[config.mk]
export PLATFORM = sky130hd
export DESIGN_NAME = cga_vram_arbiter
export DESIGN_NICKNAME = d
export VERILOG_FILES = /design/src/rtl/cga_pkg.sv /design/src/rtl/cga_sync2.sv /design/src/rtl/cga_vram_arbiter.sv
export SDC_FILE = /design/constraint.sdc
export NUM_CORES = 1
export LEC_CHECK = 0
export CELL_PAD_IN_SITES_DETAIL_PLACEMENT = 0
export CELL_PAD_IN_SITES_GLOBAL_PLACEMENT = 1
export CORE_MARGIN = 2
export CORE_UTILIZATION = 30
export CTS_CLUSTER_SIZE = 28
export DETAILED_ROUTE_END_ITERATION = 7
export PLACE_DENSITY = 0.91
export SYNTH_ARGS = -nofsm -noshare
export SYNTH_HDL_FRONTEND = slang
export SYNTH_SLANG_ARGS = --single-unit
[constraint.sdc]
create_clock -name clk -period 1.75 [get_ports clk]
set_clock_uncertainty 0.05 [all_clocks]
set_input_delay 0.175 -clock clk [delete_from_list [all_inputs] [get_ports clk]]
set_output_delay 0.175 -clock clk [all_outputs]
set_load 0.05 [all_outputs]
[src/rtl/cga_pkg.sv]
// Shared types and constants for the CGA video RAM arbiter.
package cga_pkg;

  typedef enum logic [2:0] {
    ST_IDLE,
    ST_WAIT_SLOT,
    ST_ACCESS,
    ST_CAPTURE,
    ST_DONE
  } arb_state_e;

  localparam logic [4:0] CPU_SLOT_DEFAULT = 5'd17;

endpackage

[src/rtl/cga_sync2.sv]
// Two-flop synchronizer for asynchronous ISA strobes, with selectable reset value.
module cga_sync2 #(
  parameter logic RST_VAL = 1'b1
) (
  input  logic clk_i,
  input  logic rst_ni,
  input  logic d_i,
  output logic q_o
);

  logic [1:0] ff_q;

  always_ff @(posedge clk_i or negedge rst_ni) begin
    if (!rst_ni) begin
      ff_q <= {2{RST_VAL}};
    end else begin
      ff_q <= {ff_q[0], d_i};
    end
  end

  assign q_o = ff_q[1];

endmodule

[src/rtl/cga_vram_arbiter.sv]
// Shares the CGA video RAM port between display fetches and ISA CPU cycles,
// granting the CPU one sequencer slot per character period.
module cga_vram_arbiter
  import cga_pkg::*;
#(
  parameter bit         USE_BUS_WAIT = 1'b1,
  parameter logic [4:0] CPU_SLOT     = CPU_SLOT_DEFAULT
) (
  input  logic        clk,
  input  logic        reset_n,
  input  logic [4:0]  clk_seq,
  input  logic        vram_read,
  input  logic [18:0] disp_addr,
  input  logic [14:0] bus_a,
  input  logic        bus_mem_cs,
  input  logic        bus_memr_l,
  input  logic        bus_memw_l,
  input  logic [7:0]  bus_d,
  input  logic [7:0]  ram_d,
  output logic [18:0] ram_a,
  output logic        ram_we_l,
  output logic [7:0]  ram_dout,
  output logic [7:0]  bus_out_mem,
  output logic        bus_dir_mem,
  output logic        bus_rdy
);

  logic       memr_s, memw_s;
  arb_state_e state_q, state_d;
  logic [14:0] addr_q;
  logic [7:0]  data_q;
  logic        wr_q;
  logic        cpu_sel_q;
  logic        we_l_q;
  logic [7:0]  rd_data_q;
  logic        done_q;

  cga_sync2 #(.RST_VAL(1'b1)) u_sync_memr (
    .clk_i (clk),
    .rst_ni(reset_n),
    .d_i   (bus_memr_l),
    .q_o   (memr_s)
  );

  cga_sync2 #(.RST_VAL(1'b1)) u_sync_memw (
    .clk_i (clk),
    .rst_ni(reset_n),
    .d_i   (bus_memw_l),
    .q_o   (memw_s)
  );

  always_comb begin
    state_d = state_q;
    case (state_q)
      ST_IDLE:      if (bus_mem_cs && (!memw_s || !memr_s)) state_d = ST_WAIT_SLOT;
      // A released read strobe drops the request; a latched write always completes.
      ST_WAIT_SLOT: if (!wr_q && memr_s)                          state_d = ST_IDLE;
                    else if ((clk_seq == CPU_SLOT) && !vram_read) state_d = ST_ACCESS;
      ST_ACCESS:    state_d = wr_q ? ST_DONE : ST_CAPTURE;
      ST_CAPTURE:   state_d = ST_DONE;
      ST_DONE:      if (memr_s && memw_s) state_d = ST_IDLE;
      default:      state_d = ST_IDLE;
    endcase
  end

  // Port-select, write-enable and done flags are decoded from state_d so they
  // line up exactly with the state they describe.
  always_ff @(posedge clk or negedge reset_n) begin
    if (!reset_n) begin
      state_q   <= ST_IDLE;
      addr_q    <= '0;
      data_q    <= '0;
      wr_q      <= 1'b0;
      cpu_sel_q <= 1'b0;
      we_l_q    <= 1'b1;
      rd_data_q <= '0;
      done_q    <= 1'b0;
    end else begin
      state_q   <= state_d;
      cpu_sel_q <= (state_d == ST_ACCESS);
      we_l_q    <= !((state_d == ST_ACCESS) && wr_q);
      done_q    <= (state_d == ST_DONE);
      if ((state_q == ST_IDLE) && (state_d == ST_WAIT_SLOT)) begin
        addr_q <= bus_a;
        data_q <= bus_d;
        wr_q   <= !memw_s;
      end
      if (state_q == ST_CAPTURE) begin
        rd_data_q <= ram_d;
      end
    end
  end

  assign ram_a       = cpu_sel_q ? {4'h0, addr_q} : disp_addr;
  assign ram_we_l    = we_l_q;
  assign ram_dout    = data_q;
  assign bus_out_mem = rd_data_q;
  assign bus_dir_mem = bus_mem_cs & ~bus_memr_l;

  generate
    if (USE_BUS_WAIT) begin : g_wait
      assign bus_rdy = ~(bus_mem_cs & (~bus_memr_l | ~bus_memw_l)) | done_q;
    end else begin : g_nowait
      assign bus_rdy = 1'b1;
    end
  endgenerate

  a_no_display_in_access: assert property (
    @(posedge clk) disable iff (!reset_n) (state_q == ST_ACCESS) |-> !vram_read
  );

endmodule

# Word level (Yosys, flattened, before mapping)
# Cells that the tools add are included.
# Widths: inputs -> output; s select.
[totals]
regBits = 42
out_inout_bits = 38
[classes]
eq_ne = 8
n_mux = 7
bitwise_logic = 7
reduce_logical = 13
[ops]
columns = ["cell", "count"]
rows = [
  ["$mux 19", 1],
  ["$mux 3", 5],
  ["$pmux 3 s5", 1],
  ["$eq 3x2->1 const B", 3],
  ["$eq 3x1->1 const B", 2],
  ["$eq 3x3->1 const B", 2],
  ["$logic_and 1x1->1", 6],
  ["$eq 5x5->1 const B", 1],
  ["$logic_not 1->1", 5],
  ["$logic_not 3->1", 1],
  ["$not 1->1", 3],
  ["$and 1x1->1", 2],
  ["$or 1x1->1", 2],
  ["$logic_or 1x1->1", 1],
]

# Longest topological paths before layout
[depth]
word_depth = 8
depth_mapped = 4

# Modules after synthesis
# A second synthesis with hierarchy kept.
[hier_totals]
cells_unflattened = 122
area_unflattened_um2 = 1868.0
[modules_own_cells]
columns = ["mod", "n_inst", "cells_per_inst", "area_per_inst_um2", "seq_area_each_um2"]
rows = [
  ["cga_vram_arbiter", 1, 118, 1762.9, 952.2],
  ["cga_sync2", 2, 2, 52.6, 52.6],
]

# Least setup slack after synthesis
# OpenSTA, ideal clock, no wires.
[synth_timing]
kind = "flip-flop to output port"
from = "reg cpu_sel_q"
to = "out ram_a[15]"
arrival_ns = 1.398
t_required_ns = 1.525
path_slack_ns = 0.127
path_stages_with_launch = 4
path_buffers = 2
cell_sequence = "dfrtp_1 > buf_2 > buf_2 > nor2b_1"
[synth_via]
elab_chain_len = 1
[synth_lines]
columns = ["element", "line_no", "source"]
rows = [
  ["start: declaration", "cga_vram_arbiter.sv:33", "logic cpu_sel_q;"],
  ["start signal: assignment", "cga_vram_arbiter.sv:80", "cpu_sel_q <= (state_d == ST_ACCESS);"],
  ["$mux 19", "cga_vram_arbiter.sv:94", "assign ram_a = cpu_sel_q ? {4'h0, addr_q} : disp_addr;"],
  ["end: declaration", "cga_vram_arbiter.sv:20", "output logic [18:0] ram_a,"],
]
# Every way passes these cells.

# Worst setup path in the final report
[layout_timing]
from = "reg data_q[3], in the netlist ram_dout[3]"
to = "out ram_dout[3]"
[layout_rtl]
columns = ["element", "line_no", "source"]
rows = [
  ["start: declaration", "cga_vram_arbiter.sv:31", "logic [7:0] data_q;"],
  ["start signal: assignment", "cga_vram_arbiter.sv:85", "data_q <= bus_d;"],
  ["end: declaration", "cga_vram_arbiter.sv:22", "output logic [7:0] ram_dout,"],
]
# No word-level cell between the ends.

==> out/metrics.json <==
{
  "result_of_the_run": "completed",
  "path_clk_slew_ps": 80,
  "drv.max_cap_violation_count": 0,
  "p_per_area_nw_per_um2": 1328,
  "cp_data_arrival_time_ps": 1460,
  "netlist_area_um2": 1868,
  "tritoncts": "done",
  "syn_avg_cell_area_um2": 15.31,
  "drive_above_1_share_pct": 39.91,
  "synthesis.instances": 122,
  "cts_num_sinks": 42,
  "place_hpwl_mm": 3.195,
  "path_class": "reg -> out",
  "route.vias.total": 1372,
  "largest_net_degree_at_the_start_of_global_routing": 43,
  "numCtsBuffers": 5,
  "drt_iter0_drc": 29,
  "die-height_um": 82.91,
  "min-delay-path-class": "in -> reg",
  "floorplan.die_area_um2": 6874,
  "clockBufferDepth": 2,
  "slew_headroom_pct": 65.44,
  "gr-usage-all-layers_pct": 13.30,
  "netlist-cell-type-count": 21,
  "diodes": 0,
  "finalSetupTns_ps": 0,
  "gpl.final_weighted_congestion": 0.7657,
  "mostFrequentLayoutCells": "clkdlybuf4s50_1, dfrtp_1, mux2_2",
  "mostFrequentLayoutCell": "clkdlybuf4s50_1",
  "cts.repair_timing.setup_buffer_count": 0,
  "drt_first_pass_iters": 4,
  "floorplan.core_area_um2": 5956,
  "yosysWarnings": 0,
  "first_pass_grt_wire_length_mm": 7.445,
  "postCtsResizedCells": 0,
  "p_leak_nw": 1.365,
  "detail_route.drc_violations": 0,
  "final-hold-violation-count": 0,
  "clk-insertion-delay-late_ps": 290,
  "row_count": 28,
  "path_cells": "clkdlybuf4s50_1",
  "timing.critical_path.max_delay_family": "buffers and inverters",
  "initial_antenna_violation_count": 0,
  "remaining_number_of_nets_flagged_by_the_antenna_check_after_routing": 0,
  "ys_seq_elements": 42,
  "synthDominantCellAreaShare_pct": 49.56,
  "n_fill_cell": 533,
  "worst_pin_slew_ps": 516.8,
  "routed_wl_mm": 4.324,
  "drt-vias-per-instance": 4.528,
  "worst_setup_path_start_kind": "flop",
  "design.final.nets": 288,
  "seq_area_frac_synth_pct": 56.60,
  "die_width_um": 82.91,
  "start_util_pct": 31.37,
  "cp.required_ps": 1520,
  "worst_ir_drop_vdd_v": 0.0009089,
  "io_pins": 99,
  "layout.core_utilization_pct": 51.55,
  "wl_per_cell_um": 14.27,
  "path_buf_inv": 1,
  "grt_setup_unrepaired": "no",
  "achievable-frequency_mhz": 593.1,
  "critical_path.endpoint_type": "output port",
  "ff_latch_area_um2": 1057,
  "numPortBuffers": 98,
  "layout-area-overhead-vs-synth_pct": 64.37,
  "slew_violations": 0,
  "clock_tree.htree_level_count": 2,
  "worst-path-max-fanout": 2,
  "multi_input_area_um2": 774.5,
  "clockRootBuffer": "clkbuf_8",
  "post_layout_min_period_ps": 1686,
  "synth_top_cell_by_area": "dfrtp_1",
  "grt_overflow_total": 0,
  "timing.critical_path.slowest_cell_delay_ps": 800,
  "postSynthNetCount": 183,
  "share_of_the_cycle_needed_by_the_critical_path_after_routing_pct": 96.35,
  "cp_slowest_cell": "clkdlybuf4s50_1",
  "first_global_vias": 1545,
  "setup-violations-final": 0,
  "post_cts_hold_buffer_count": 1,
  "synth_area_leaders": "dfrtp_1, mux2_2, mux2_4"
}
sequential cells by signal, indices dropped and copies added (netlist names):
name and cells:
bus_out_mem 8, wr_q 1, u_sync_memw.ff_q 2, addr_q 15
state_q 3, ram_dout 8, cpu_sel_q 1, u_sync_memr.ff_q 2
ram_we_l 1, done_q 1
path summary, 6_finish.rpt:
path,startpoint,end,slack (ps),depth (start not counted)
max,ram_dout[3],ram_dout[3],60,1
min reg2reg,u_sync_memw.ff_q[0],u_sync_memw.ff_q[1],310,0
max in group asynchronous,reset_n,u_sync_memr.ff_q[1],1060,3
max reg2reg,u_sync_memw.ff_q[1],ram_dout[1],280,4
min,bus_memw_l,u_sync_memw.ff_q[0],270,1
min in group asynchronous,reset_n,ram_dout[5],330,3
cells by family after synthesis:
logic type             synth area share [%]
AOI/OAI and AO/OA                     1.139
buffers and inverters                 1.942
DFF                                   56.60
muxes                                 31.88
and+or+nand+nor                       8.440
cell type report:
class / count / area share, %
Inverter: 1 / 0.1222
Clock inverter: 2 / 0.4075
Clock buffer: 6 / 2.689
Multi-Input combinational cell: 75 / 25.22
Tap cell: 75 / 3.056
Sequential cell: 42 / 34.43
Timing Repair Buffer: 102 / 34.07
synthesized netlist by cell type, drive strengths merged:
cell / count
mux2: 46
dfrtp: 37
nand2: 7
nor2b: 7
dfstp: 5
buf: 4
nand2b: 3
nand3b: 2
nor2: 2
a21oi: 1
and4b: 1
inv: 1
mux2i: 1
nand3: 1
nor3b: 1
nor4b: 1
o211ai: 1
o21ai: 1
power by group:
part	leakage, nW	total, W	internal, W	switching (W)
Clock	0.0472	0.000648	0.000317	0.000331
Combinational	0.822	0.00187	0.000904	0.000969
Sequential	0.496	0.00156	0.00133	0.000224
Total	1.37	0.00408	0.00256	0.00152
through the flow:
stage	area, um2	hold WS [ps]	instances	power [W]	setup slack [ps]
after floorplan	1868	-170.6	122	0.002793	127.4
after global placement	2965	115.4	294	0.003407	265.8
after detailed placement	2965	122.8	294	0.003460	211.7
after CTS	3070	258.2	303	0.004138	45.99
after global routing	3070	265.5	303	0.004298	1.717
final	3070	268.7	303	0.004079	63.85
metal layers:
metal	global-route usage (%)	routed length, um	up-vias
met5	0	0	-
met4	4.471	38	0
met3	4.374	346	5
met2	20.97	2057	67
met1	17.23	1881	667
li1	-	-	633
Note: power is estimated with default switching activity, not from simulation.
